===== src/rtl/imem_pkg.sv =====
// Shared types and constants for the byte-wide instruction memory port.
// Words are big-endian: byte 0 (lowest address) is bits [31:24].
package imem_pkg;

    localparam int DEF_ADDR_W     = 10;
    localparam int BYTES_PER_WORD = 4;
    localparam int BYTE_W         = 8;
    localparam int LANE_TOP       = 31;
    localparam logic [1:0] LAST_BYTE = 2'(BYTES_PER_WORD - 1);

    typedef enum logic [1:0] {IDLE, READ, DRAIN, WRITE} state_t;

    // Byte k of a word in big-endian order.
    function automatic logic [7:0] be_lane(input logic [31:0] w, input logic [1:0] k);
        return w[LANE_TOP - BYTE_W * int'(k) -: BYTE_W];
    endfunction

endpackage


===== src/rtl/imem_byte_shifter.sv =====
// Left-shifting word assembler: each enable pushes one byte into the low lane,
// so four enables leave the first byte in the MSB.
module imem_byte_shifter (
    input  logic        clk,
    input  logic        rst,
    input  logic        en,
    input  logic [7:0]  din,
    output logic [31:0] word
);

    always_ff @(posedge clk) begin
        if (rst)
            word <= '0;
        else if (en)
            word <= {word[23:0], din};
    end

endmodule


===== src/rtl/imem_port_ctrl.sv =====
// Arbitrates one byte-wide synchronous RAM between 32-bit fetch reads and
// 32-bit loader writes, sequencing each word as four big-endian byte accesses.
module imem_port_ctrl
    import imem_pkg::*;
#(
    parameter int ADDR_W     = DEF_ADDR_W,
    parameter bit LOAD_FIRST = 1'b1
) (
    input  logic              clk,
    input  logic              rst,
    input  logic              fetch_req,
    input  logic [31:0]       fetch_addr,
    output logic              fetch_valid,
    output logic [31:0]       fetch_inst,
    input  logic              load_valid,
    input  logic [31:0]       load_addr,
    input  logic [31:0]       load_data,
    output logic              load_ready,
    output logic              busy,
    output logic [ADDR_W-1:0] mem_addr,
    output logic              mem_we,
    output logic [7:0]        mem_wdata,
    input  logic [7:0]        mem_rdata
);

    state_t      state;
    logic [1:0]  k;
    logic        last_grant;   // 1 = loader was granted last
    logic [31:0] data_q;
    logic [31:0] shift_word;
    logic        shift_en;
    logic        unused;

    assign unused = ^{fetch_addr[31:ADDR_W], load_addr[31:ADDR_W], shift_word[31:24]};

    // RAM data lags the address by one cycle, so the first READ cycle has nothing to take.
    assign shift_en = (state == READ && k != 2'd0) || state == DRAIN;

    imem_byte_shifter u_shift (
        .clk  (clk),
        .rst  (rst),
        .en   (shift_en),
        .din  (mem_rdata),
        .word (shift_word)
    );

    always_ff @(posedge clk) begin
        if (rst) begin
            state       <= IDLE;
            k           <= '0;
            last_grant  <= ~LOAD_FIRST;
            data_q      <= '0;
            fetch_valid <= 1'b0;
            fetch_inst  <= '0;
            load_ready  <= 1'b0;
            busy        <= 1'b0;
            mem_addr    <= '0;
            mem_we      <= 1'b0;
            mem_wdata   <= '0;
        end else begin
            fetch_valid <= 1'b0;
            load_ready  <= 1'b0;
            unique case (state)
                IDLE: begin
                    if (load_valid && !(fetch_req && last_grant)) begin
                        state      <= WRITE;
                        k          <= '0;
                        last_grant <= 1'b1;
                        data_q     <= load_data;
                        load_ready <= 1'b1;
                        busy       <= 1'b1;
                        mem_addr   <= load_addr[ADDR_W-1:0];
                        mem_we     <= 1'b1;
                        mem_wdata  <= be_lane(load_data, 2'd0);
                    end else if (fetch_req) begin
                        state      <= READ;
                        k          <= '0;
                        last_grant <= 1'b0;
                        busy       <= 1'b1;
                        mem_addr   <= fetch_addr[ADDR_W-1:0];
                    end
                end
                READ: begin
                    if (k == LAST_BYTE) begin
                        state <= DRAIN;
                    end else begin
                        k        <= k + 2'd1;
                        mem_addr <= mem_addr + ADDR_W'(1);
                    end
                end
                DRAIN: begin
                    state       <= IDLE;
                    busy        <= 1'b0;
                    fetch_valid <= 1'b1;
                    fetch_inst  <= {shift_word[23:0], mem_rdata};
                end
                WRITE: begin
                    if (k == LAST_BYTE) begin
                        state  <= IDLE;
                        busy   <= 1'b0;
                        mem_we <= 1'b0;
                    end else begin
                        k         <= k + 2'd1;
                        mem_addr  <= mem_addr + ADDR_W'(1);
                        mem_wdata <= be_lane(data_q, k + 2'd1);
                    end
                end
                default: state <= IDLE;
            endcase
        end
    end

endmodule

===== config.mk =====
export PLATFORM = sky130hd
export DESIGN_NAME = imem_port_ctrl
export DESIGN_NICKNAME = d
export VERILOG_FILES = /design/src/rtl/imem_pkg.sv /design/src/rtl/imem_byte_shifter.sv /design/src/rtl/imem_port_ctrl.sv
export SDC_FILE = /design/constraint.sdc
export NUM_CORES = 1
export LEC_CHECK = 0
export ABC_CLOCK_PERIOD_IN_PS = 5370
export BUFFER_PORTS_ARGS = -buffer_cell sky130_fd_sc_hd__buf_4
export CORE_AREA = 4 4 124 96
export DETAILED_ROUTE_END_ITERATION = 6
export DIE_AREA = 0 0 128 100
export GPL_TIMING_DRIVEN = 0
export PLACE_DENSITY_LB_ADDON = 0.1
export SYNTH_ARGS = -nofsm -noshare
export SYNTH_HDL_FRONTEND = slang
export SYNTH_SLANG_ARGS = --single-unit
export TNS_END_PERCENT = 20

===== constraint.sdc =====
create_clock -name clk -period 5.37 [get_ports clk]
set_input_delay 0 -clock clk [delete_from_list [all_inputs] [get_ports clk]]
set_output_delay 0 -clock clk [all_outputs]
set_load 0.02 [all_outputs]

## Yosys cells after proc, flatten, opt, wreduce, memory -nomap -nowiden

Cells that the tools add are included.

- Flip-flop bits (word level): 115
- Output and inout port bits: 54
- Word-level logic and storage cells: 73

- Add/sub/neg operators: 3
- Equal/unequal tests: 10
- Shift operators: 1
- Muxes and demuxes: 26
- Bitwise operators: 1
- Reductions and logical operators: 20

Operators by type and width:

| kind | number |
|---|---|
| variable part select 39 x 6 -> 8 bit | 1 |
| 2-to-1 mux 10 bit | 3 |
| case mux 10 bit (2 select lines) | 1 |
| 2-to-1 mux 8 bit | 2 |
| case mux 8 bit (2 select lines) | 1 |
| AND reduction 3 bit | 5 |
| 2-to-1 mux 2 bit | 7 |
| adder 10 x 1 -> 10 bit, second input constant | 1 |
| 2-to-1 mux 1 bit | 8 |
| != test 2 bit, second input constant | 4 |
| case mux 2 bit (4 select lines) | 1 |
| nonzero test 2 bit | 4 |
| == test 2 bit, second input constant | 3 |
| subtractor 5 x 5 -> 6 bit, first input constant | 1 |
| case mux 2 bit (2 select lines) | 1 |
| AND reduction 2 bit | 2 |
| OR reduction 2 bit | 2 |
| logical AND 1 bit | 3 |
| != test 3 bit, second input constant | 1 |
| case mux 1 bit (3 select lines) | 1 |
| nonzero test 3 bit | 1 |
| adder 2 x 1 -> 2 bit, second input constant | 1 |
| == test 2 x 1 -> 1 bit, second input constant | 1 |
| logical NOT 2 bit | 1 |
| other kinds (5) | 5 |

## Logic depth before layout (Yosys ltp)

Gate-level depths: netlist of the first run.

- Depth in word-level cells: 5
- Mapped depth: 8
- Gate-level depth less buffers: 6

## Cells and area by module

A second synthesis of the first run with hierarchy kept.

- Cells, all modules: 565
- Area total of the unflattened synthesis: 5,027.3 um2

Modules (own cells, without submodules):

| module | times used | cells each | area an instance (um2) | seq. area each (um2) |
|---|---|---|---|---|
| imem_port_ctrl | 1 | 462 | 3,863.7 | 1,821.7 |
| imem_byte_shifter | 1 | 103 | 1,163.6 | 640.6 |

## Least setup slack after synthesis of the first run

No wires, ideal clock.

- Path type: reg-to-reg
- From: register k[0]
- To: register mem_wdata[0]
- Setup time: 132 ps
- Arrival: 1,646 ps
- Data required time: 5,238 ps
- Slack: 3,592 ps
- Stages on the path, launching flop included: 9
- Path buffers: 2
- Clock period less this slack: 1,778 ps
- Path through: dfxtp_1 inv_1 ha_1 buf_2 buf_4 mux2i_1 o22ai_1 a211oi_1 nor3_1

- Word-level cells in the longest chain between the ends: 5
- Elaborated cells on any way between the ends: 8

RTL lines:

| element | line | source |
|---|---|---|
| start: declaration | imem_port_ctrl.sv:27 | `logic [1:0] k;` |
| start signal: assignment | imem_port_ctrl.sv:87 | `k <= k + 2'd1;` |
| start signal: assignment | imem_port_ctrl.sv:103 | `k <= k + 2'd1;` |
| adder 2 x 1 -> 2 bit | imem_port_ctrl.sv:105 | `mem_wdata <= be_lane(data_q, k + 2'd1);` |
| subtractor 5 x 5 -> 6 bit | imem_pkg.sv:15 | `return w[LANE_TOP - BYTE_W * int'(k) -: BYTE_W];` |
| variable part select 39 x 6 -> 8 bit | imem_pkg.sv:15 |  |
| 2-to-1 mux 8 bit | imem_port_ctrl.sv:98 | `if (k == LAST_BYTE) begin` |
| case mux 8 bit (2 select lines) | imem_port_ctrl.sv:63 | `unique case (state)` |
| end signal: assignment | imem_port_ctrl.sv:74 | `mem_wdata <= be_lane(load_data, 2'd0);` |
| end signal: assignment | imem_port_ctrl.sv:105 |  |
| end: declaration | imem_port_ctrl.sv:22 | `output logic [7:0] mem_wdata,` |

Parallel ways exist; a longest one is shown, timed or not. The select of a mux whose other input is x is not followed.
A chain may end at the register's enable or synchronous reset.

## Worst setup path after layout of the first run

- From: register k[0]
- To: register mem_wdata[1]

Same word-level chain as after synthesis.

==> impl_metrics.json, run 1 <==
{
  "route.detailed.drc": 0,
  "drv_slew": 0,
  "relSlewSlack_pct": 54.8,
  "regToRegSetupSlack_ns": 3.10,
  "finClkSkew_ns": 0.00744,
  "synthArstFlopShare_pct": 0,
  "syn-mean-instance-area_um2": 8.09,
  "synth_edf_count": 0,
  "layout.nets": 874,
  "clkSinkCount": 115,
  "die_h_um": 100,
  "antenna_cells": 0,
  "htreeDepth": 4,
  "hp-class": "primary input to flop",
  "syn-instance-count": 583,
  "dp_slack_ns": 3.16,
  "ys_top_cells_by_area": "dfxtp_1 (49%), nand2_1 (15%), a21oi_1 (11%), mux2i_1 (4.5%), nor2_1 (1.9%)",
  "syn_nets": 694,
  "cts_resized": 0,
  "clockRootBuffer": "clkbuf_16",
  "synth.area.mux_share_pct": 5.89,
  "yosysSeqAreaShare_pct": 48.8,
  "tightest_slew_ns": 0.678,
  "irDropWorstVdd_mv": 0.207,
  "path_clk_slew_ns": 0.05,
  "cts_made_buffers": 17,
  "grt_pass1_wl_um": 22500,
  "routedWlPerCell_um": 15.3,
  "via_per_inst": 5.18,
  "gp_congestion": 0.896,
  "fp-row-count": 33,
  "synth_area_um2": 4720,
  "hold_depth": 4,
  "top_usage_layer": "met2",
  "synth_most_common_cell": "nand2_1",
  "ant_nets": 0,
  "ios": 162,
  "synth_cell_types": 46,
  "worstSetupEndpointType": "flop",
  "yosys.area_share.simple_pct": 21.4,
  "synth_top_family_by_area": "simple AND/OR/NAND/NOR gates",
  "clk_latency_ns": 0.40,
  "drt_pass1_iterations": 6,
  "grtUsageMet1_pct": 31.0,
  "setup_slack_ns": 3.10,
  "leakage_nw": 2.70,
  "path_max_fanout": 10,
  "placed_area_um2": 5760,
  "path_class": "flop to flop",
  "synthToLayoutAreaGrowth_pct": 44.3,
  "hold_violations": 0,
  "hpwl_um": 9810,
  "power_density_nw_per_um2": 364,
  "drt_iter0_drc": 296,
  "io_buffers": 116,
  "yosys_warnings": 0,
  "overflow": 0,
  "wl_um": 14000,
  "vias": 4736,
  "rsz0062_at_grt": "no",
  "grtUsageTotal_pct": 22.3,
  "synth_top_cell_by_area": "dfxtp_1",
  "final_area_um2": 6810,
  "status": "complete, no violations",
  "synth_xor_area_share_pct": 0,
  "grt_max_degree": 17,
  "rr_worst_depth": 8,
  "grt_antenna_before_repair": 0,
  "fin_crit_sh_pct": 42.2,
  "drive_gt1_share_pct": 23.1,
  "post_cts_buffers": 0,
  "arrival_ns": 2.53,
  "final_cells": 915,
  "met3_usage_pct": 5.85,
  "startpoint_type": "flop",
  "setup_tns_ns": 0,
  "die-area_um2": 12800,
  "cts_hold_buf": 45,
  "clock_path_buffers": 2,
  "period_minus_slack_ns": 2.27,
  "num-fill-cells": 955,
  "synthAdderAreaFrac_pct": 0.796,
  "fmax_mhz": 441,
  "die_w_um": 128,
  "crit_required_ns": 5.63,
  "start_util_pct": 43.9,
  "tritoncts": "built",
  "use_met2_pct": 33.3,
  "core_area_um2": 10700,
  "synth_top_area_share_pct": 48.8,
  "ys.flop_type": "dfxtp_1",
  "place_inst": 839,
  "setup_viol": 0,
  "max_cap_viol_count": 0,
  "grt_pass1_vias": 4485,
  "synth_compound_gate_area_share_pct": 18.4,
  "ys_seq_elements": 115,
  "yosys-top-cells-count": "nand2_1 (188), dfxtp_1 (115), a21oi_1 (100)"
}
worst paths after layout:
| kind | from | to |
|---|---|---|
| worst max-delay path | k[0] | mem_wdata[1] |
| worst min-delay path | fetch_addr[9] | mem_addr[9] |
| worst max register to register | k[0] | mem_wdata[1] |
| worst min register to register | u_shift.word[21] | u_shift.word[21] |
layout make-up:
cell class	instances	area (µm²)	area share, %
buffer	40	208	3.05
clock buffer	22	464	6.82
clock inverter	9	129	1.89
inverter	4	15.0	0.221
multi-input combinational	424	2190	32.2
sequential	115	2300	33.8
tap	140	175	2.57
timing repair buffer	161	1320	19.4
critical path: stages (launching register included):
cell	delay, ns
dfxtp_1	0.41
inv_1	0.07
ha_1	0.27
buf_2	0.25
buf_4	0.28
mux2i_1	0.32
o22ai_1	0.14
a211oi_1	0.32
nor3_1	0.09
state kept, by name, summed over array words and instances, names as in the netlist:
register      flops
fetch_valid       1
mem_addr         10
load_ready        1
mem_we            1
k                 2
u_shift.word     24
mem_wdata         8
state             2
fetch_inst       32
last_grant        1
data_q           32
busy              1
power by group:
| group | internal (mW) | switching (mW) | leakage [nW] |
|---|---|---|---|
| Combinational | 0.179 | 0.224 | 1.47 |
| Sequential | 0.908 | 0.0447 | 0.937 |
| Clock | 0.749 | 0.371 | 0.286 |
layout by cell type, fill, tap and decap left out, types with 4 or more instances in the layout:
master           n
mux2i_1         21
mux2_2           6
buf_2           13
a21oi_1        100
o21a_1           4
dlygate4sd3_1   45
clkbuf_1        22
nand3_1          4
o21ai_0          4
a211oi_1        11
nand2b_1         6
buf_4          121
clkbuf_16       17
nand2_1        188
o22ai_1         10
dfxtp_1        115
nor3_1           9
nor2_1          24
per-stage QoR:
stage | util (%) | hold WS (ns) | total power [mW]
finish | 63.4 | 0.0471 | 2.48
global route | 63.4 | 0.0569 | 2.58
CTS | 63.4 | 0.0185 | 2.49
detailed placement | 53.7 | 0.257 | 1.34
global placement | 53.7 | 0.249 | 1.33
floorplan | - | 0.136 | 1.19
metal layers:
metal | vias up | wire [µm]
met1 | 2173 | 6540
met5 | - | 0
met3 | 14 | 1190
li1 | 2339 | -
met2 | 210 | 6100
met4 | 0 | 175
cell families (layout without fill, tap and decap cells):
kind of cell | count (synthesis) | after routing
simple gates | 246 | 246
fa+ha+maj | 3 | 3
compound gates | 148 | 148
buf+inv | 44 | 236
mux | 27 | 27
flops | 115 | 115
(Power assumes the default switching activity.)
==> run 2: changes to the inputs <==
--- a/config.mk
+++ b/config.mk
@@ -5,11 +5,12 @@
 export SDC_FILE = /design/constraint.sdc
 export NUM_CORES = 1
 export LEC_CHECK = 0
-export ABC_CLOCK_PERIOD_IN_PS = 5370
+export ABC_AREA = 1
+export ABC_CLOCK_PERIOD_IN_PS = 2200
 export BUFFER_PORTS_ARGS = -buffer_cell sky130_fd_sc_hd__buf_4
-export CORE_AREA = 4 4 124 96
+export CORE_AREA = 4 4 126 98
 export DETAILED_ROUTE_END_ITERATION = 6
-export DIE_AREA = 0 0 128 100
+export DIE_AREA = 0 0 130 102
 export GPL_TIMING_DRIVEN = 0
 export PLACE_DENSITY_LB_ADDON = 0.1
 export SYNTH_ARGS = -nofsm -noshare
==> constraint.sdc (replaced) <==
create_clock -name clk -period 2.2 [get_ports clk]
set_input_delay 0 -clock clk [delete_from_list [all_inputs] [get_ports clk]]
set_output_delay 0 -clock clk [all_outputs]
set_load 0.02 [all_outputs]
==> run 2 against run 1 <==
  * The run now ends with hold timing left
  * Core utilization fell by 1.1 points
  * Cell count rose by 15%
  * Sequential share of layout area fell by 0.94 points
  * Routed wire length rose by 3.2%
  * Synthesized cell count rose by 21%
  * Clock skew rose by 0.0050 ns
  * Global-route usage fell by 0.33 points
  * Maximum frequency rose by 11%
  * Sequential power rose to 2.6 times the previous value
  * Worst hold slack got worse by 0.049 ns
  * First-iteration DRC count rose by 2.0%
  * Critical path depth rose by 2
  * Largest power group unchanged
  * Highest routed layer unchanged
==> impl_metrics.json, run 2 <==
{
  "status": "finished, violations left",
  "violations": "hold timing",
  "antenna_cells": 0,
  "hold_violations": 2,
  "syn-instance-count": 708,
  "clockRootBuffer": "clkbuf_16",
  "die_w_um": 130,
  "final_common_cell": "nor2_1",
  "p_sw_mw": 1.84,
  "irDropWorstVdd_mv": 0.655,
  "swShare_pct": 28.9,
  "syn_nets": 819,
  "pwr-share-clk_pct": 42.7,
  "synthToLayoutAreaGrowth_pct": 43.7,
  "tightest_slew_ns": 0.496,
  "finClkSkew_ns": 0.0124,
  "place_inst": 968,
  "core_area_um2": 11200,
  "dp_slack_ns": -0.163,
  "arrival_ns": 2.34,
  "grt_antenna_before_repair": 0,
  "start_util_pct": 43.4,
  "drt_iter0_drc": 302,
  "die-area_um2": 13300,
  "grt_max_degree": 17,
  "startpoint_type": "flop",
  "yosys-top-cells-count": "nor2_1 (215), dfxtp_1 (115), nand2_1 (115)",
  "ios": 162,
  "overflow": 0,
  "combPwrFrac_pct": 18.6,
  "grtUsageTotal_pct": 22.0,
  "path_delay_family": "buffers and inverters",
  "clkSinkCount": 115,
  "path_max_fanout": 10,
  "drt_pass1_iterations": 5,
  "cp_slowest_cell": "dfxtp_1",
  "max_cap_viol_count": 0,
  "clock_path_buffers": 2,
  "final_area_um2": 7000,
  "setup_viol": 0,
  "io_buffers": 116,
  "final_cells": 1048,
  "path_clk_slew_ns": 0.05,
  "fmax_mhz": 492,
  "setup_tns_ns": 0,
  "fp-row-count": 34,
  "ant_nets": 0,
  "wl_um": 14400,
  "vias": 5178,
  "rsz0062_at_grt": "no",
  "via_per_inst": 4.94,
  "synth_top_cell_by_area": "dfxtp_1",
  "cts_made_buffers": 17,
  "synth_area_um2": 4870,
  "fin_crit_sh_pct": 92.4,
  "p_total_mw": 6.39,
  "placed_area_um2": 5920,
  "relSlewSlack_pct": 66.9,
  "synth_most_common_cell": "nor2_1",
  "path_class": "flop to flop",
  "routedWlPerCell_um": 13.8,
  "cp_num_buf_inv": 5,
  "syn-mean-instance-area_um2": 6.88,
  "yosys_warnings": 0,
  "tritoncts": "built",
  "largestRegisters": "data_q: 32 flops, fetch_inst: 32 flops, u_shift.word: 24 flops",
  "ys_top_cells_by_area": "dfxtp_1 (47%), nor2_1 (17%), o21ai_0 (9.8%), nand2_1 (8.9%), nand3_1 (4.1%)",
  "max_stage_delay_ns": 0.33,
  "htreeDepth": 4,
  "worstSetupEndpointType": "flop",
  "post-route-util_pct": 62.3,
  "clk_latency_ns": 0.41,
  "synth_cell_types": 24,
  "layout.nets": 1002,
  "die_h_um": 102,
  "route.detailed.drc": 0,
  "period_minus_slack_ns": 2.03,
  "ys.flop_type": "dfxtp_1",
  "power_density_nw_per_um2": 912,
  "setup_slack_ns": 0.166,
  "grt_pass1_wl_um": 23100,
  "synthArstFlopShare_pct": 0,
  "path_cells": "clkbuf_4 > clkinvlp_4 > buf_2 > ha_2 > or2_1 > nand2_2 > inv_2 > buf_2 > nor2_1 > nor2_1",
  "p_int_mw": 4.54,
  "hold-worst-slack_ns": -0.00183,
  "hpwl_um": 10100,
  "gp_congestion": 0.853,
  "leakage_nw": 3.37,
  "ys_seq_elements": 115,
  "synth_edf_count": 0,
  "crit_required_ns": 2.50,
  "yosysSeqAreaShare_pct": 47.3,
  "drive_gt1_share_pct": 19.9,
  "grt_pass1_vias": 4795,
  "layout_common_cells": "nor2_1 (215), buf_4 (124), nand2_1 (115), dfxtp_1 (115), o21ai_0 (95)",
  "drv_slew": 0,
  "hp-class": "primary input to flop",
  "seqPwrFrac_pct": 38.6,
  "synth_top_area_share_pct": 47.3
}
## run 2: final timing paths
path                                         to  slack [ns]        startpoint  cells after the start
worst max-delay path            u_shift.word[6]        0.17              k[0]                     10
worst min-delay path                mem_addr[2]      -0.002      load_addr[2]                      7
worst max register to register  u_shift.word[6]        0.17              k[0]                     10
worst min register to register   fetch_inst[30]        0.48  u_shift.word[22]                      2
## run 2: cell type report
cell class | instances | area (µm²)
multi-input combinational | 514 | 2240
clock inverter | 10 | 124
tap | 144 | 180
timing repair buffer | 165 | 1360
clock buffer | 22 | 464
sequential | 115 | 2300
inverter | 41 | 158
buffer | 37 | 179
fill | 1039 | 4230
## run 2: power groups by stage
stage	combinational [mW]	sequential [mW]	clock [mW]
2_1_floorplan	0.586	2.57	0
3_3_place_gp	1.08	2.50	0
3_5_place_dp	1.10	2.50	0
4_1_cts	1.18	2.46	2.74
5_1_grt	1.33	2.49	2.86
6_report	1.19	2.47	2.73
## run 2: cell families after synthesis
group                    Yosys count  share of synthesized area, %
AND/OR/NAND/NOR                  389                          32.6
AO/OA/AOI/OAI                    122                          12.5
flip-flops                       115                          47.3
buffers and inverters             79                          6.86
adder cells (fa/ha/maj)            3                         0.771
## run 2: metal layers
| layer | routed length [µm] | global-route usage (%) |
|---|---|---|
| met5 | 0 | 0 |
| met2 | 6820 | 35.6 |
| met1 | 6760 | 29.7 |
| met4 | 131 | 5.43 |
| met3 | 735 | 5.28 |
## run 2: timing repair
item | 4_1_cts | 5_1_grt
endpoints found under the setup margin | 10 | 28
resized for setup | 1 | 2
hold buffers | 47 | 0
buffers inserted | 0 | 2
hold endpoints to repair | 68 | 0
## run 2: worst min-delay path: stages
cell and delay, ns:
buf_4 0.08, nand2_1 0.04, nand2_1 0.05, nand2_1 0.05, nand2_1 0.05, nor2_1 0.03, nor2_1 0.08
==> run 3: changes to the inputs <==
--- a/config.mk
+++ b/config.mk
@@ -6,12 +6,13 @@
 export NUM_CORES = 1
 export LEC_CHECK = 0
 export ABC_AREA = 1
-export ABC_CLOCK_PERIOD_IN_PS = 2200
+export ABC_CLOCK_PERIOD_IN_PS = 1900
 export BUFFER_PORTS_ARGS = -buffer_cell sky130_fd_sc_hd__buf_4
 export CORE_AREA = 4 4 126 98
 export DETAILED_ROUTE_END_ITERATION = 6
 export DIE_AREA = 0 0 130 102
 export GPL_TIMING_DRIVEN = 0
+export HOLD_SLACK_MARGIN = 0.08
 export PLACE_DENSITY_LB_ADDON = 0.1
 export SYNTH_ARGS = -nofsm -noshare
 export SYNTH_HDL_FRONTEND = slang
==> constraint.sdc (replaced) <==
create_clock -name clk -period 1.9 [get_ports clk]
set_input_delay 0 -clock clk [delete_from_list [all_inputs] [get_ports clk]]
set_output_delay 0 -clock clk [all_outputs]
set_load 0.02 [all_outputs]
==> run 3 against run 2 <==
  * The run now ends clean
  * Critical path depth decreased by 1
  * Combinational power increased by 17%
  * Via count rose by 0.60%
  * Critical path type unchanged
  * Clock skew is 0.0055 ns lower
  * Non-clock buffer count up 9
  * Register-to-register slack about the same
==> impl_metrics.json, run 3 (synthesis gave the netlist of run 2 again) <==
{
  "grt_pass1_wl_um": 23400,
  "htreeDepth": 4,
  "wl_um": 14400,
  "overflow": 0,
  "path_clk_slew_ns": 0.06,
  "crit_required_ns": 2.21,
  "io_buffers": 116,
  "rsz0062_at_grt": "no",
  "route.detailed.drc": 0,
  "tightest_slew_ns": 0.478,
  "start_util_pct": 43.4,
  "path_max_fanout": 18,
  "worstSetupEndpointType": "flop",
  "layout_common_cells": "nor2_1 (215), buf_4 (123), nand2_1 (115), dfxtp_1 (115), o21ai_0 (95)",
  "gp_congestion": 0.870,
  "crit_top_cell": "nor2_1",
  "max_cap_viol_count": 0,
  "synthToLayoutAreaGrowth_pct": 46.0,
  "vias": 5209,
  "cp_num_buf_inv": 4,
  "post_cts_buffers": 0,
  "drt_iter0_drc": 307,
  "hold_depth": 6,
  "drt_pass1_iterations": 4,
  "num-fill-cells": 1030,
  "clock_path_buffers": 2,
  "die-area_um2": 13300,
  "clk_latency_ns": 0.41,
  "layout.nets": 1011,
  "power_density_nw_per_um2": 1050,
  "hold_violations": 0,
  "period_minus_slack_ns": 1.73,
  "die_w_um": 130,
  "clkSinkCount": 115,
  "fmax_mhz": 579,
  "startpoint_type": "flop",
  "grtUsageTotal_pct": 22.3,
  "ant_nets": 0,
  "path_cells": "buf_4 > inv_8 > ha_1 > or2_1 > nand2_2 > inv_2 > buf_2 > nor2_1 > nor2_1",
  "fin_crit_sh_pct": 91.0,
  "path_delay_family": "buffers and inverters",
  "largestRegisters": "data_q: 32 flops, fetch_inst: 32 flops, u_shift.word: 24 flops",
  "final_cells": 1057,
  "drive_gt1_share_pct": 19.8,
  "grt_antenna_before_repair": 0,
  "setup_tns_ns": 0,
  "place_inst": 968,
  "relSlewSlack_pct": 68.1,
  "status": "complete, no violations",
  "die_h_um": 102,
  "max_stage_delay_ns": 0.34,
  "drv_slew": 0,
  "p_total_mw": 7.45,
  "tritoncts": "built",
  "clockRootBuffer": "clkbuf_16",
  "setup_viol": 0,
  "post-route-util_pct": 63.3,
  "finClkSkew_ns": 0.00687,
  "leakage_nw": 3.43,
  "hpwl_um": 10000,
  "critical_path_depth": 9,
  "rr_worst_depth": 9,
  "hp-class": "primary input to flop",
  "fp-row-count": 34,
  "path_class": "flop to flop",
  "via_per_inst": 4.93,
  "ios": 162,
  "final_common_cell": "nor2_1",
  "antenna_cells": 0,
  "grt_max_degree": 19,
  "routedWlPerCell_um": 13.6,
  "cts_made_buffers": 17,
  "irDropWorstVdd_mv": 0.678,
  "cp_slowest_cell": "dfxtp_1",
  "grt_pass1_vias": 4940,
  "arrival_ns": 2.03,
  "core_area_um2": 11200
}
==> run 3: cell types whose count changed in the layout (fill, tap and decap cells not counted) <==
cell | previous run | this run
ha_2 | 1 | 0
inv_6 | 3 | 5
clkinv_2 | 1 | 2
clkbuf_1 | 22 | 18
clkinv_4 | 2 | 3
inv_8 | 0 | 1
dlygate4sd3_1 | 47 | 58
buf_4 | 124 | 123
ha_1 | 2 | 3
clkbuf_4 | 1 | 0
clkinvlp_4 | 3 | 1
clkbuf_2 | 1 | 2
==> run 3: metrics by stage <==
| stage | cell area, µm² | worst slack, ns | hold WS (ns) |
|---|---|---|---|
| final | 7110 | 0.172 | 0.0941 |
| after global routing | 7110 | 0.0110 | 0.129 |
| after CTS | 7110 | 0.0922 | 0.0863 |
| after detailed placement | 5920 | -0.253 | 0.230 |
| after global placement | 5920 | -0.227 | 0.220 |
| after floorplan | 4870 | 0.0733 | 0.0691 |
==> run 3: what timing repair did <==
action / CTS / global route
setup endpoints to repair: 32 / 25
hold buffers: 58 / 0
resized for setup: 3 / 3
hold endpoints to repair: 73 / 0
==> run 3: worst paths after layout <==
check,from,to,slack [ns]
hold reg to reg,u_shift.word[22],fetch_inst[30],0.48
setup reg to reg,k[0],u_shift.word[4],0.17
setup / recovery,k[0],u_shift.word[4],0.17
hold / removal,load_addr[3],mem_addr[3],0.09
==> run 3: layout make-up <==
| cell class | instances | area [µm²] | area share (%) |
|---|---|---|---|
| Sequential cell | 115 | 2300 | 32.4 |
| Buffer | 37 | 180 | 2.53 |
| Clock buffer | 19 | 453 | 6.37 |
| Multi-Input combinational cell | 514 | 2230 | 31.4 |
| Inverter | 41 | 161 | 2.27 |
| Timing Repair Buffer | 174 | 1450 | 20.4 |
| Tap cell | 144 | 180 | 2.53 |
| Clock inverter | 13 | 148 | 2.08 |
==> run 3: layer usage <==
metal | global-route usage (%) | up-vias | part of all wire [%]
met5 | 0 | - | 0
met4 | 7.51 | 0 | 1.0
met2 | 36.2 | 133 | 47
met1 | 29.5 | 2411 | 46
li1 | - | 2653 | -
met3 | 4.96 | 12 | 6.3
==> run 3: power by group <==
part / switching, mW / total, mW / internal, mW
Sequential: 0.180 / 2.85 / 2.67
Combinational: 0.804 / 1.39 / 0.584
Clock: 1.18 / 3.21 / 2.02
==> run 3: worst min-delay path: stages <==
cell      delay (ns)
buf_4           0.07
nand3b_1        0.09
nand2_1         0.04
o21ai_0         0.14
nor2_1          0.04
nor2_1          0.07
